File: src/rtl/accumulator.sv
// accumulator: program-counter / fetch-offset register for the UM control unit.
//
// Holds the current instruction offset driven onto mem_ctrl.offset. It is cleared
// on init, advanced once per FETCH, held during EXECUTE/CONTINUE, and loaded with
// a new offset on program load.
//
// Build option:
//   ACC_REL_JUMP_EN  when defined, command 10 adds in_val to the current value
//                    (relative jump) and wrap reports that add's carry-out.
//                    When undefined (default), command 10 is an absolute load.
//
// Parameters:
//   WIDTH  accumulator/data width in bits
//   STEP   increment applied on an advance command
//
// Ports:
//   in_val  in   WIDTH  load operand (new offset)
//   ctrl    in   2      00 hold, 01 advance, 10 load, 11 clear
//   clk     in   1      rising-edge clock
//   out     out  WIDTH  current accumulator value (registered)
//   wrap    out  1      one-cycle pulse: previous add carried out of the MSB
//   rst_n   in   1      asynchronous reset, active low
module accumulator #(
  parameter int unsigned WIDTH = 32,
  parameter int unsigned STEP  = 1
) (
  input  logic [WIDTH-1:0] in_val,
  input  logic [1:0]       ctrl,
  input  logic             clk,
  output logic [WIDTH-1:0] out,
  output logic             wrap,
  input  logic             rst_n
);

  typedef enum logic [1:0] {
    CmdHold    = 2'b00,
    CmdAdvance = 2'b01,
    CmdLoad    = 2'b10,
    CmdClear   = 2'b11
  } cmd_e;

  // STEP truncated to the datapath width; the add is modulo 2^WIDTH anyway.
  localparam logic [WIDTH-1:0] StepVal = WIDTH'(STEP);

  logic [WIDTH-1:0] out_q, out_d;
  logic             wrap_q, wrap_d;
  logic [WIDTH-1:0] addend;
  logic [WIDTH:0]   sum;

  // One shared adder: advance always adds STEP; in the relative-jump build a
  // load adds in_val through the same adder so both report carry identically.
  always_comb begin
    addend = StepVal;
`ifdef ACC_REL_JUMP_EN
    if (ctrl == CmdLoad) begin
      addend = in_val;
    end
`endif
  end

  assign sum = {1'b0, out_q} + {1'b0, addend};

  // Unknown ctrl values fall into the default branch, so out holds rather
  // than absorbing X.
  always_comb begin
    out_d  = out_q;
    wrap_d = 1'b0;
    case (ctrl)
      CmdHold: begin
        out_d  = out_q;
        wrap_d = 1'b0;
      end
      CmdAdvance: begin
        out_d  = sum[WIDTH-1:0];
        wrap_d = sum[WIDTH];
      end
      CmdLoad: begin
`ifdef ACC_REL_JUMP_EN
        out_d  = sum[WIDTH-1:0];
        wrap_d = sum[WIDTH];
`else
        out_d  = in_val;
        wrap_d = 1'b0;
`endif
      end
      CmdClear: begin
        out_d  = '0;
        wrap_d = 1'b0;
      end
      default: begin
        out_d  = out_q;
        wrap_d = 1'b0;
      end
    endcase
  end

  always_ff @(posedge clk or negedge rst_n) begin
    if (!rst_n) begin
      out_q  <= '0;
      wrap_q <= 1'b0;
    end else begin
      out_q  <= out_d;
      wrap_q <= wrap_d;
    end
  end

  assign out  = out_q;
  assign wrap = wrap_q;

endmodule

File: config.mk
export PLATFORM = sky130hd
export DESIGN_NAME = accumulator
export DESIGN_NICKNAME = d
export VERILOG_FILES = /design/src/rtl/accumulator.sv
export SDC_FILE = /design/constraint.sdc
export NUM_CORES = 1
export LEC_CHECK = 0
export BUFFER_PORTS_ARGS = -buffer_cell sky130_fd_sc_hd__buf_2
export CAP_MARGIN = 20
export CORE_MARGIN = 8
export CORE_UTILIZATION = 35
export CTS_CLUSTER_DIAMETER = 30
export CTS_CLUSTER_SIZE = 8
export DETAILED_ROUTE_END_ITERATION = 16
export GPL_TIMING_DRIVEN = 1
export PLACE_DENSITY_LB_ADDON = 0.12
export SYNTH_ARGS = -nofsm -noshare
export SYNTH_HDL_FRONTEND = slang
export SYNTH_SLANG_ARGS = --single-unit
File: constraint.sdc
create_clock -name clk -period 4.4 [get_ports clk]
set_input_delay 0.88 -clock clk [delete_from_list [all_inputs] [get_ports clk]]
set_output_delay 0.88 -clock clk [all_outputs]
set_load 0.005 [all_outputs]
**Word level (Yosys, flattened, before mapping)**

Cells that the tools add are included.

- $add $sub $neg: 1
- $mul: 0
- Div/mod/pow operators: 0
- $lt $le $gt $ge: 0
- Equal/unequal tests: 3
- Shifts and indexed selects: 0
- Mux-type cells: 2
- Bitwise logic cells: 0
- Reduce and logical (&&, ||, !) cells: 2

Operator list:

| cell | number |
|---|---|
| $pmux 32 s3 | 1 |
| $add 32x1->33 const B | 1 |
| $eq 2x2->1 const B | 2 |
| $reduce_or 3->1 | 1 |
| $eq 2x1->1 const B | 1 |
| $logic_not 2->1 | 1 |
| $pmux 1 s2 | 1 |

- Flip-flop bits (word level): 33
- Bits in latches: 0
- Memory bits (writable): 0
- Bits in read-only memories: 0
- Input port bits: 36
- Memories: 0

**Logic depth before layout (Yosys ltp)**

- Depth after elaboration: 3
- Gate-level depth with buffers: 6
- Mapped depth without buffers: 5

**Worst setup path before layout**

OpenSTA, ideal clock, no wires.

- Path kind: input to register
- Start: in ctrl[1]
- End: reg out_q[11], in the netlist out[11]
- Setup time: 0.138 ns
- Data arrival time: 1.829 ns
- Required time: 4.262 ns
- Path slack: 2.433 ns
- Cell stages on the path: 4
- Buffers on the path: 3
- Cell sequence: clkbuf_1 clkbuf_1 buf_1 o22ai_1

- Word-level cells in the longest chain between the ends: 2
- Elaborated cells on any way between the ends: 5

Ends and longest elaborated chain:

| element | line | RTL |
|---|---|---|
| start, declared | 28 | `input logic [1:0] ctrl,` |
| $eq 2x2->1 or $eq 2x1->1 (tied branches) | 68 | `case (ctrl)` |
| $pmux 32 s3 | 68 |  |
| end signal, assigned | 102 | `out_q <= out_d;` |
| end, declared | 45 | `logic [WIDTH-1:0] out_q, out_d;` |

Parallel ways exist; a longest one is shown, timed or not.
A chain may end at the register's enable or synchronous reset.

**Final worst setup path**

- Start: in ctrl[1]
- End: reg out_q[27], in the netlist out[27]

The elaborated chain is that of the path after synthesis.

==> metrics.cfg <==
[sta]
hold_viol=0
setup_tns_ns=0
rsz0062_at_grt=false
fin_skew_ns=0.00907
slew_headroom_pct=42.2
finalSetupViolCount=0
period_share_pct=58.0
worstMarginPinSlew_ns=0.860
fmax_mhz=392
maxSlewViolCount=0
hold-worst-slack_ns=0.596
post-route-min-period_ns=2.55

[critical_path]
timing.critical_path.arrival_ns=2.73
path_max_fanout=42
worstSetupPathType=input port to flip-flop
cp_slowest_cell=nand2b_1
cp-end-kind=flip-flop
crit_chain=buf_2, nand2b_1, nor2_1, and4_1, or3_1
cp-start-kind=input port
cp_slowest_stage_delay_ns=0.68
rr_worst_depth=5
required_ns=4.58

[final_layout]
layout.cells.most_common=buf_2
nNetsFinal=354
drive_gt1_share_pct=28.0
finish.utilization_pct=43.3
n_antenna_cell=0
area_delta_synth_final_pct=19.8
final_cell_mix=buf_2 (68), dfrtp_1 (33), nand2_1 (25)
stdcell_count=395

[pwr]
internal-power_uw=539
p_per_area_nw_per_um2=296
leakagePower_uw=0.00122
p_sw_share_pct=33.4
power.net_switching_uw=271
clockPowerShare_pct=28.5
pwr-share-comb_pct=22.1
power_uw=810
power_frac_seq_pct=49.4
peakVddDrop_mv=0.115

[routing]
drtIter0Drc=117
drt-pass1-iter-count=4
remaining_drc_errors=0
antenna_left=0
vias=2159
routed_wl_microns=6610
avgRoutedWirePerCell_microns=16.7
avgViaCountPerCell=5.47

[synthesis]
synth_edf_count=0
syn_inst=253
synth_nets=290
syn_area_per_cell_sq_um=9.03
synth_top_area_share_pct=36.2
yosys_warnings=0
synth_top_area_cell=dfrtp_1
ys_types=44
synthesis.area_sq_um=2280
synth.area.top_cells=dfrtp_1 (36%), mux2i_1 (8.8%), nand2_1 (4.1%)
ys_seq_area_share_pct=36.2
synth_ff_type=dfrtp_1
synthArstFlopShare_pct=100
synth_seq_cells=33

[worst_hold_path]
min-delay-path-class=flip-flop to flip-flop
holdPathStages=1

[place]
portBuffers=68
gp_congestion=0.714
dp.cells=387
hpwl_microns=4650

[floorplanning]
die-area_sq_um=9360
num_rows=29
num_io_pins=69
core_area_sq_um=6310
initial_core_util_pct=36.2
die_y_microns=96.8
dieWidth_microns=96.8

[global_route]
antenna_found_initial=0
grt_usage_pct=13.8
grt-ovfl-total=0
grt_pass1_wl_microns=10900
grt_max_degree=46
first_global_vias=2091

[clock_tree]
cts_tree=done
clk_pin_slew_ns=0.08
hold_buffers=0
cts_buffers=5
clock-sinks=33
root_buffer=clkbuf_8
cts_buffer_depth=2
post_cts_resized=0
cts_htree_levels=2
cts_setup_buffers=0
clkLatencyLatePin_ns=0.29

[run]
maxCapViolCount=0

[status]
status=finished clean

flip-flops by register name (all words and copies together), names as in the netlist:
| signal | count |
|---|---|
| out | 32 |
| wrap | 1 |
per-layer routing:
| layer | up-vias | GRT usage, % | part of all wire, % |
|---|---|---|---|
| met3 | 6 | 3.84 | 4.5 |
| met4 | 0 | 3.55 | 0.98 |
| li1 | 1080 | - | - |
| met2 | 43 | 21.0 | 44 |
| met5 | - | 0 | 0 |
| met1 | 1030 | 18.5 | 50 |
cell families after synthesis:
kind of cell,after synthesis,synth area share [%]
and+or+nand+nor,110,29.2
xor gates and xnor gates,5,1.92
buffers and inverters,18,4.38
DFF,33,36.2
adders and majority gates,1,0.548
muxes,21,9.26
AOI/OAI and AO/OA,65,18.6
per-stage QoR:
step,setup WS [ns],cell area [sq um]
floorplan,2.43,2280
global placement,1.63,2650
detailed placement,1.55,2650
CTS,1.88,2740
global route,1.68,2740
finish,1.85,2740
synthesized netlist by cell type (all sizes together), types with 2 or more instances:
library cell   n
and4           4
nand3         11
inv            5
nor2b         12
buf            4
or4            5
clkbuf         9
nor4           6
xor2           4
a311o          5
and2b          2
a21oi         15
nand2b        10
nor2          13
nor3           7
and3           4
o21ai         11
o22ai         12
dfrtp         33
a211o          4
nand2         25
nand4          7
a31oi          7
nor3b          3
mux2i         20
o211ai         5
cell type report:
class	instances	area [sq um]
clock buffers	6	72.6
clock inverters	2	10.0
fillers	670	3580
multi-input cells	202	1360
repair buffers	70	355
well taps	77	96.3
inverters	5	18.8
flip-flops and latches	33	826
power by group through the flow:
stage / sequential, uW / combinational [uW] / clock, uW
final: 400 / 179 / 231
after CTS: 399 / 183 / 236
after global routing: 409 / 202 / 248
after floorplan: 394 / 107 / 0
after global placement: 405 / 180 / 0
after detailed placement: 405 / 182 / 0
worst paths after layout:
kind | startpoint | endpoint | slack (ns)
max | ctrl[1] | out[27] | 1.85
min | out[31] | wrap | 0.60
max reg2reg | out[0] | out[28] | 2.05
min reg2reg | out[31] | wrap | 0.60
max in group asynchronous | rst_n | out[31] | 3.21
min in group asynchronous | rst_n | out[5] | 0.68
critical path: cells and delay by family:
kind	cells	cell delay (ns)
buffers and inverters	1	0.57
AND/OR/NAND/NOR	4	1.26
Note: power is estimated with default switching activity, not from simulation.
